$ cat src/rtl/string_stream_processor.sv
// Store-and-forward character stream engine. It collects one string of up to
// MAX_LEN characters and then replays it with a per-string transform:
// passthrough, upper-case, lower-case or reverse.
// Characters beyond MAX_LEN are dropped, and the overflow output pulses when
// the string closes. CHAR_W must be at least 8; only the low byte is
// case-mapped.
module string_stream_processor #(
    parameter int unsigned CHAR_W  = 8,
    parameter int unsigned MAX_LEN = 32,
    parameter int unsigned LEN_W   = $clog2(MAX_LEN + 1)
) (
    input  logic              clk,
    input  logic              rst_n,
    input  logic [1:0]        mode,
    input  logic              in_valid,
    output logic              in_ready,
    input  logic [CHAR_W-1:0] in_data,
    input  logic              in_last,
    output logic              out_valid,
    input  logic              out_ready,
    output logic [CHAR_W-1:0] out_data,
    output logic              out_last,
    output logic [LEN_W-1:0]  out_len,
    output logic              overflow,
    output logic              busy
);

    localparam int unsigned ADDR_W = (MAX_LEN > 1) ? $clog2(MAX_LEN) : 1;
    localparam logic [LEN_W-1:0] MAX_CNT = LEN_W'(MAX_LEN);
    localparam logic [LEN_W-1:0] ONE     = LEN_W'(1);

    localparam logic [1:0] MODE_UPPER = 2'd1;
    localparam logic [1:0] MODE_LOWER = 2'd2;
    localparam logic [1:0] MODE_REV   = 2'd3;

    typedef enum logic [1:0] {StIdle, StCollect, StEmit} state_e;

    state_e             r_state, w_state_d;
    logic [LEN_W-1:0]   r_count, w_count_d;
    logic [LEN_W-1:0]   r_beat, w_beat_d;
    logic [1:0]         r_mode, w_mode_d;
    logic               r_trunc, w_trunc_d;
    logic               r_overflow, w_overflow_d;

    logic [CHAR_W-1:0]  r_buf [MAX_LEN];

    logic               w_in_fire;
    logic               w_out_fire;
    logic               w_full;
    logic               w_final_beat;
    logic               w_wr_en;
    logic [ADDR_W-1:0]  w_wr_addr;
    logic [ADDR_W-1:0]  w_rd_addr;

    // Case mapping on the low byte; upper bits of wide characters pass through.
    function automatic logic [CHAR_W-1:0] f_xform(input logic [CHAR_W-1:0] c,
                                                  input logic [1:0]        m);
        logic [CHAR_W-1:0] res;
        res = c;
        if (m == MODE_UPPER && c[7:0] >= 8'h61 && c[7:0] <= 8'h7A) begin
            res[7:0] = c[7:0] - 8'h20;
        end else if (m == MODE_LOWER && c[7:0] >= 8'h41 && c[7:0] <= 8'h5A) begin
            res[7:0] = c[7:0] + 8'h20;
        end
        return res;
    endfunction

    assign w_in_fire    = in_valid && in_ready;
    assign w_out_fire   = out_valid && out_ready;
    assign w_full       = (r_count == MAX_CNT);
    assign w_final_beat = (r_beat == r_count - ONE);

    // Reverse mode walks the stored string from the top down.
    assign w_rd_addr = ADDR_W'((r_mode == MODE_REV) ? (r_count - ONE - r_beat) : r_beat);

    // Next-state, buffer write control and outputs.
    always_comb begin
        w_state_d    = r_state;
        w_count_d    = r_count;
        w_beat_d     = r_beat;
        w_mode_d     = r_mode;
        w_trunc_d    = r_trunc;
        w_overflow_d = 1'b0;
        w_wr_en      = 1'b0;
        w_wr_addr    = ADDR_W'(r_count);

        in_ready  = (r_state != StEmit);
        out_valid = (r_state == StEmit);
        busy      = (r_state != StIdle);
        out_last  = (r_state == StEmit) && w_final_beat;
        out_len   = (r_state == StEmit) ? r_count : '0;
        // Gated so stale buffer contents never reach the output.
        out_data  = (r_state == StEmit) ? f_xform(r_buf[w_rd_addr], r_mode) : '0;

        unique case (r_state)
            StIdle: begin
                if (w_in_fire) begin
                    w_wr_en   = 1'b1;
                    w_wr_addr = '0;
                    w_mode_d  = mode;
                    w_count_d = ONE;
                    w_trunc_d = 1'b0;
                    w_beat_d  = '0;
                    w_state_d = in_last ? StEmit : StCollect;
                end
            end
            StCollect: begin
                if (w_in_fire) begin
                    if (!w_full) begin
                        w_wr_en   = 1'b1;
                        w_count_d = r_count + ONE;
                    end else begin
                        w_trunc_d = 1'b1;
                    end
                    if (in_last) begin
                        // Includes a drop caused by the closing character itself.
                        w_overflow_d = r_trunc || w_full;
                        w_beat_d     = '0;
                        w_state_d    = StEmit;
                    end
                end
            end
            StEmit: begin
                if (w_out_fire) begin
                    if (w_final_beat) begin
                        w_state_d = StIdle;
                        w_count_d = '0;
                        w_beat_d  = '0;
                        w_trunc_d = 1'b0;
                    end else begin
                        w_beat_d = r_beat + ONE;
                    end
                end
            end
            default: w_state_d = StIdle;
        endcase
    end

    // Control and status registers.
    always_ff @(posedge clk or negedge rst_n) begin
        if (!rst_n) begin
            r_state    <= StIdle;
            r_count    <= '0;
            r_beat     <= '0;
            r_mode     <= '0;
            r_trunc    <= 1'b0;
            r_overflow <= 1'b0;
        end else begin
            r_state    <= w_state_d;
            r_count    <= w_count_d;
            r_beat     <= w_beat_d;
            r_mode     <= w_mode_d;
            r_trunc    <= w_trunc_d;
            r_overflow <= w_overflow_d;
        end
    end

    // Character storage; contents are only read after being written.
    always_ff @(posedge clk) begin
        if (w_wr_en) begin
            r_buf[w_wr_addr] <= in_data;
        end
    end

    assign overflow = r_overflow;

endmodule

$ cat config.mk
export PLATFORM = sky130hd
export DESIGN_NAME = string_stream_processor
export DESIGN_NICKNAME = d
export VERILOG_FILES = /design/src/rtl/string_stream_processor.sv
export SDC_FILE = /design/constraint.sdc
export NUM_CORES = 1
export LEC_CHECK = 0
export BUFFER_PORTS_ARGS = -buffer_cell sky130_fd_sc_hd__buf_4
export CAP_MARGIN = 15
export CORE_ASPECT_RATIO = 1.75
export CORE_MARGIN = 3
export CORE_UTILIZATION = 35
export CTS_BUF_LIST = sky130_fd_sc_hd__clkbuf_16
export DETAILED_ROUTE_END_ITERATION = 8
export PLACE_DENSITY = 0.46
export SETUP_SLACK_MARGIN = 0.05
export SYNTH_ARGS = -nofsm -noshare
export SYNTH_HDL_FRONTEND = slang
export SYNTH_SLANG_ARGS = --single-unit
$ cat constraint.sdc
create_clock -name clk -period 5 [get_ports clk]
set_clock_uncertainty 0.05 [all_clocks]
set_input_delay 0 -clock clk [delete_from_list [all_inputs] [get_ports clk]]
set_output_delay 0 -clock clk [all_outputs]
set_load 0.03 [all_outputs]
Word-level counts from Yosys, hierarchy flattened:

Memory sizes are Yosys's and may differ from the RTL's.
Cells that the tools add are included.

* add/sub/neg operators: 6
* magnitude comparators: 4
* equality and inequality tests: 15
* mux-type cells: 41
* reduce and logical (&&, ||, !) cells: 16

Operator list (number)
* two-way mux 6 bit: 11
* case mux 6 bit (3 select lines): 2
* two-way mux 8 bit: 3
* >= comparator 8 x 7 -> 1 bit, second input constant: 2
* less-or-equal comparator 8 x 7 -> 1 bit, second input constant: 2
* two-way mux 5 bit: 3
* two-way mux 1 bit: 13
* adder 6 x 1 -> 6 bit, second input constant: 2
* two-way mux 2 bit: 6
* inequality test 2 bit, second input constant: 6
* AND reduction 6 bit: 2
* AND reduction 5 bit: 2
* adder 8 x 6 -> 8 bit, second input constant: 1
* subtractor 8 x 6 -> 8 bit, second input constant: 1
* logical AND 1 bit: 7
* == test 2 bit, second input constant: 3
* == test 6 bit: 1
* == test 6 bit, second input constant: 1
* case mux 2 bit (3 select lines): 1
* subtractor 6 x 1 -> 6 bit, second input constant: 1
* subtractor 5 bit: 1
* == test 2 x 1 -> 1 bit, second input constant: 2
* inequality test 2 x 1 -> 1 bit, second input constant: 2
* case mux 1 bit (3 select lines): 1
* other kinds (6): 6

* flip-flop bits (word level): 18
* bits in writable memories: 256
* input bits: 15
* output and inout bits: 19
* logic and storage cells: 89
* memories kept: 1

Memory list
* r_buf: depth 32, bits a word 8, read ports 1, clocked after Yosys merged registers in 0, write ports 1, line 45 `logic [CHAR_W-1:0] r_buf [MAX_LEN];`

Logic depth before layout (Yosys ltp):

An unclocked memory read counts as a cell.

* word-level depth: 10
* mapped depth: 19
* mapped depth without buffers: 16

Worst setup path before layout:

OpenSTA, ideal clock, no wires.

* kind: register to output
* start: register r_count[0]
* end: output port out_data[6]
* arrival time: 4.666 ns
* data required time: 4.950 ns
* slack: 0.284 ns
* cell stages (with the launch flop): 18
* path buffers: 1
* path through: dfrtp_1 > clkbuf_1 > inv_1 > ha_1 > inv_1 > fa_1 > xnor2_1 > a31oi_4 > mux4_2 > mux2_2 > o21ai_0 > a21oi_1 > or3_1 > ha_1 > nand4_1 > o32a_1 > nor2_1 > a2111oi_2

* cells in the longest elaborated chain, start to end: 10
* elaborated cells on any way between the ends: 17
* those cells by class: add/sub (4); order compare (4); mux (4); reduce/logical (4); memory (1)

RTL lines
* start: declaration: line 39 `logic [LEN_W-1:0] r_count, w_count_d;`
* start signal: assignment: line 150 `r_count <= w_count_d;`
* subtractor 6 x 1 -> 6 bit (*): line 74 `assign w_rd_addr = ADDR_W'((r_mode == MODE_REV) ? (r_count - ONE - r_beat) : r_beat);`
* subtractor 5 bit (*): line 74
* two-way mux 5 bit (*): line 74
* memory read (32 x 8 bit) (*)
* >= comparator 8 x 7 -> 1 bit: line 62 `end else if (m == MODE_LOWER && c[7:0] >= 8'h41 && c[7:0] <= 8'h5A) begin`
* logical AND 1 bit (2 in a row): line 62
* two-way mux 8 bit: line 62
* two-way mux 8 bit (*): line 60 `if (m == MODE_UPPER && c[7:0] >= 8'h61 && c[7:0] <= 8'h7A) begin`
* two-way mux 8 bit (*): line 93 `out_data = (r_state == StEmit) ? f_xform(r_buf[w_rd_addr], r_mode) : '0;`
* end: declaration: line 21 `output logic [CHAR_W-1:0] out_data,`

Every way passes the cells marked *; elsewhere a longest branch is shown, timed or not.

Worst setup path after layout:

Ends and elaborated chain as after synthesis.

==> flow_metrics.py <==
metrics = {
    "clocking": {
        "clock_path_buffers": 3,
        "cts_sinks": 274,
        "clkTransAtPathRegs_ns": 0.07,
        "tritoncts": "built",
        "cts-root-buf": "clkbuf_16",
        "worst_skew_pair.late_latency_ns": 0.53,
        "cts_max_level": 1,
        "cts_buffers": 26,
    },
    "synthesis": {
        "ys_dominant_reg_cell": "edfxtp_1",
        "syn_area_sq_mm": 0.0119,
        "async_flop_share_pct": 6.57,
        "synth_warnings": 0,
        "syn_avg_cell_area_sq_um": 15.7,
        "synth_seq_cells": 274,
        "synth_seq_area_share_pct": 68.2,
        "synth_top_area_share_pct": 64.4,
        "ys_top_cells_by_area": "edfxtp_1 64%, mux2i_1 5.6%, mux2_2 4.2%",
        "syn_nets": 789,
        "synthCells": 758,
        "synth_cell_types": 61,
        "synth_edf_count": 256,
        "synth.largest_area_cell": "edfxtp_1",
    },
    "floorplanning": {
        "rows": 88,
        "die_w_um": 146,
        "die-area_sq_mm": 0.0364,
        "start_util_pct": 35.9,
        "pin_count": 34,
        "core_area_sq_mm": 0.0333,
        "die-height_um": 250,
    },
    "place": {
        "portBuffers": 33,
        "post-place-ws_ns": 0.434,
        "placed_cell_area_sq_mm": 0.0127,
        "dp_hpwl_um": 22500,
        "place.gp.congestion": 0.847,
    },
    "worst_setup_path": {
        "cp.depth": 17,
        "cp_cell_sequence": "inv_2, ha_4, inv_2, fa_2, xnor2_2, a31oi_4, mux4_2, mux2_2, o21ai_1, a21oi_1, or3_4, ha_1, nand4_1, o32a_1, nor2_2, a2111oi_4, buf_4",
        "crit_arrival_ns": 4.70,
        "path_delay_family": "compound AO/OA/AOI/OAI gates",
        "critical_path_buf_inv_count": 3,
        "cp.required_ns": 4.95,
        "r2r_cells": 7,
        "cp_max_fo": 5,
        "end_kind": "output port",
        "critPathKind": "reg -> out",
        "slowest_stage": "mux4_2",
        "rr_startpoint": "r_state[0]$_DFFE_PN0P_",
        "reg2reg_slack_ns": 1.26,
        "crit_path_start_kind": "flop",
        "critPathMaxStageDelay_ns": 0.55,
        "cp_common_cell": "inv_2",
        "reg2reg_to": "r_buf[23][3]$_DFFE_PP_",
        "cp-startpoint": "r_count[0]$_DFFE_PN0P_",
    },
    "run_status": {
        "status": "complete, no violations",
    },
    "timing": {
        "setup_violations": 0,
        "rsz0062_at_grt": "false",
        "tns_ns": 0,
        "finalHoldViolCount": 0,
        "min_period_ns": 4.75,
        "worst_pin_slew_ns": 0.968,
        "fin_crit_sh_pct": 95.0,
        "worst_slack_ns": 0.251,
        "maxSlewHeadroom_pct": 35.2,
        "hold_ws_ns": 0.155,
        "clock.fmax_mhz": 211,
        "maxSlewViolCount": 0,
    },
    "finish": {
        "syn_to_final_growth_pct": 16.1,
        "drive_above_1_share_pct": 22.8,
        "final_area_sq_mm": 0.0139,
        "fillCellCount": 3113,
        "nNetsFinal": 857,
        "diodes": 0,
    },
    "pwr": {
        "irDropWorstVdd_mv": 0.373,
        "leakage_nw": 4.95,
        "p_sw_mw": 2.86,
        "p_per_area_mw_per_mm2": 572,
        "internal_power_mw": 5.05,
        "power_frac_comb_pct": 41.7,
        "netSwitchingFraction_pct": 36.2,
        "clock_power_share_pct": 25.1,
        "seqPwrFrac_pct": 33.2,
    },
    "drt": {
        "first_pass_iters": 4,
        "ant_nets": 0,
        "vias": 6830,
        "first_iter_violations": 519,
        "avgRoutedWirePerCell_um": 25.0,
        "remaining_drc_errors": 0,
        "vias_per_cell": 5.27,
        "finalWirelength_um": 32400,
    },
    "global_route": {
        "grt_pass1_wl_um": 47400,
        "overflow": 0,
        "grt_usage_pct": 17.5,
        "grt_pass1_vias": 7166,
        "grt_antenna_before_repair": 0,
        "grt_max_degree": 61,
    },
    "job": {
        "drv_cap": 0,
    },
    "min_path": {
        "whs_path_depth": 4,
        "min_from": "mode[1]",
        "hold_path_end": "r_mode[1]$_DFFE_PN0P_",
        "hold_path_class": "in -> reg",
    },
}
metrics by stage:
stage | instances | utilization, % | power (mW)
5_1_grt | 1296 | 41.7 | 8.29
6_report | 1296 | 41.7 | 7.92
3_3_place_gp | 1225 | 38.2 | 5.80
4_1_cts | 1289 | 41.3 | 7.88
3_5_place_dp | 1225 | 38.2 | 5.83
2_1_floorplan | 758 | - | 4.90
what timing repair did:
action,in CTS,in global routing
pin swaps,3,11
hold buffers,15,0
endpoints found under the hold margin,281,0
endpoints found under the setup margin,2,3
gates resized for setup,4,16
setup buffers,1,7
Yosys cell counts, types with 5 or more instances:
| cell type | count |
|---|---|
| mux4_2 | 17 |
| nor2_1 | 56 |
| mux2_2 | 44 |
| nand2_1 | 26 |
| nor3_1 | 10 |
| a22o_1 | 20 |
| buf_4 | 5 |
| a21oi_1 | 10 |
| buf_2 | 11 |
| clkbuf_1 | 15 |
| nand3_1 | 15 |
| nor2b_1 | 6 |
| nand4_1 | 11 |
| dfrtp_1 | 18 |
| inv_1 | 21 |
| ha_1 | 15 |
| and2_1 | 6 |
| o211ai_1 | 22 |
| xnor2_1 | 7 |
| edfxtp_1 | 256 |
| o22ai_1 | 21 |
| o21ai_0 | 17 |
| o31ai_1 | 6 |
| mux2i_1 | 67 |
layout make-up:
| cell class | count | area [sq um] | area share (%) |
|---|---|---|---|
| multi-input combinational | 423 | 3520 | 25.4 |
| clock inverter | 21 | 188 | 1.35 |
| tap | 450 | 563 | 4.06 |
| clock buffer | 27 | 676 | 4.88 |
| sequential | 274 | 8140 | 58.8 |
| timing repair buffer | 79 | 683 | 4.93 |
| inverter | 22 | 82.6 | 0.596 |
layout by cell type, fill, tap and decap left out, drive strengths merged, types with 7 or more instances in the layout:
cell / netlist / final
clkinv: 0 / 15
dfrtp: 18 / 18
nor3: 10 / 10
ha: 15 / 15
mux2i: 68 / 68
mux4: 17 / 17
clkbuf: 15 / 27
o22ai: 21 / 21
inv: 22 / 23
dlygate4sd3: 0 / 15
mux2: 44 / 44
buf: 24 / 64
a22o: 20 / 20
nand2: 27 / 27
nor2: 56 / 56
nand3: 15 / 15
edfxtp: 256 / 256
nand4: 11 / 11
a21oi: 10 / 10
o21ai: 18 / 18
o211ai: 24 / 24
xnor2: 7 / 7
layer usage:
layer | global-route usage [%] | part of all wire, %
met2 | 32.4 | 54
met3 | 2.37 | 3.7
met1 | 20.0 | 38
met5 | 0 | 0
met4 | 8.15 | 4.5
tightest hold or removal path: cells and delay by family:
family | cells | cell delay (ns)
AND/OR/NAND/NOR | 2 | 0.09
buffers and inverters | 2 | 0.61
power by group through the flow:
stage               registers (mW)  clock network (mW)  logic [mW]
floorplan                     2.64                   0        2.26
global placement              2.67                   0        3.13
detailed placement            2.67                   0        3.16
CTS                           2.62                2.04        3.22
global route                  2.63                2.13        3.52
finish                        2.63                1.99        3.30
cell families (layout without fill, tap and decap cells):
group                    after synthesis  after routing  share of synthesized area [%]
XOR/XNOR                              11             11                          0.808
buffers and inverters                 61            149                           2.77
AND/OR/NAND/NOR                      145            145                           5.77
AO/OA/AOI/OAI                        122            122                           7.51
flip-flops                           274            274                           68.2
adder cells (fa/ha/maj)               16             16                           1.74
multiplexers                         129            129                           13.2
how the worst max path moves through the flow:
stage | end | slack [ns]
global placement | out_data[6] | 0.40
global route | out_data[6] | 0.06
finish | out_data[6] | 0.25
CTS | out_data[5] | 0.07
floorplan | out_data[6] | 0.28
detailed placement | out_data[6] | 0.43
sequential cells by signal, indices dropped and copies added (netlist names):
register  flops
overflow      1
r_beat        6
r_buf       256
r_count       6
r_mode        2
r_state       2
r_trunc       1
(Power assumes the default switching activity.)
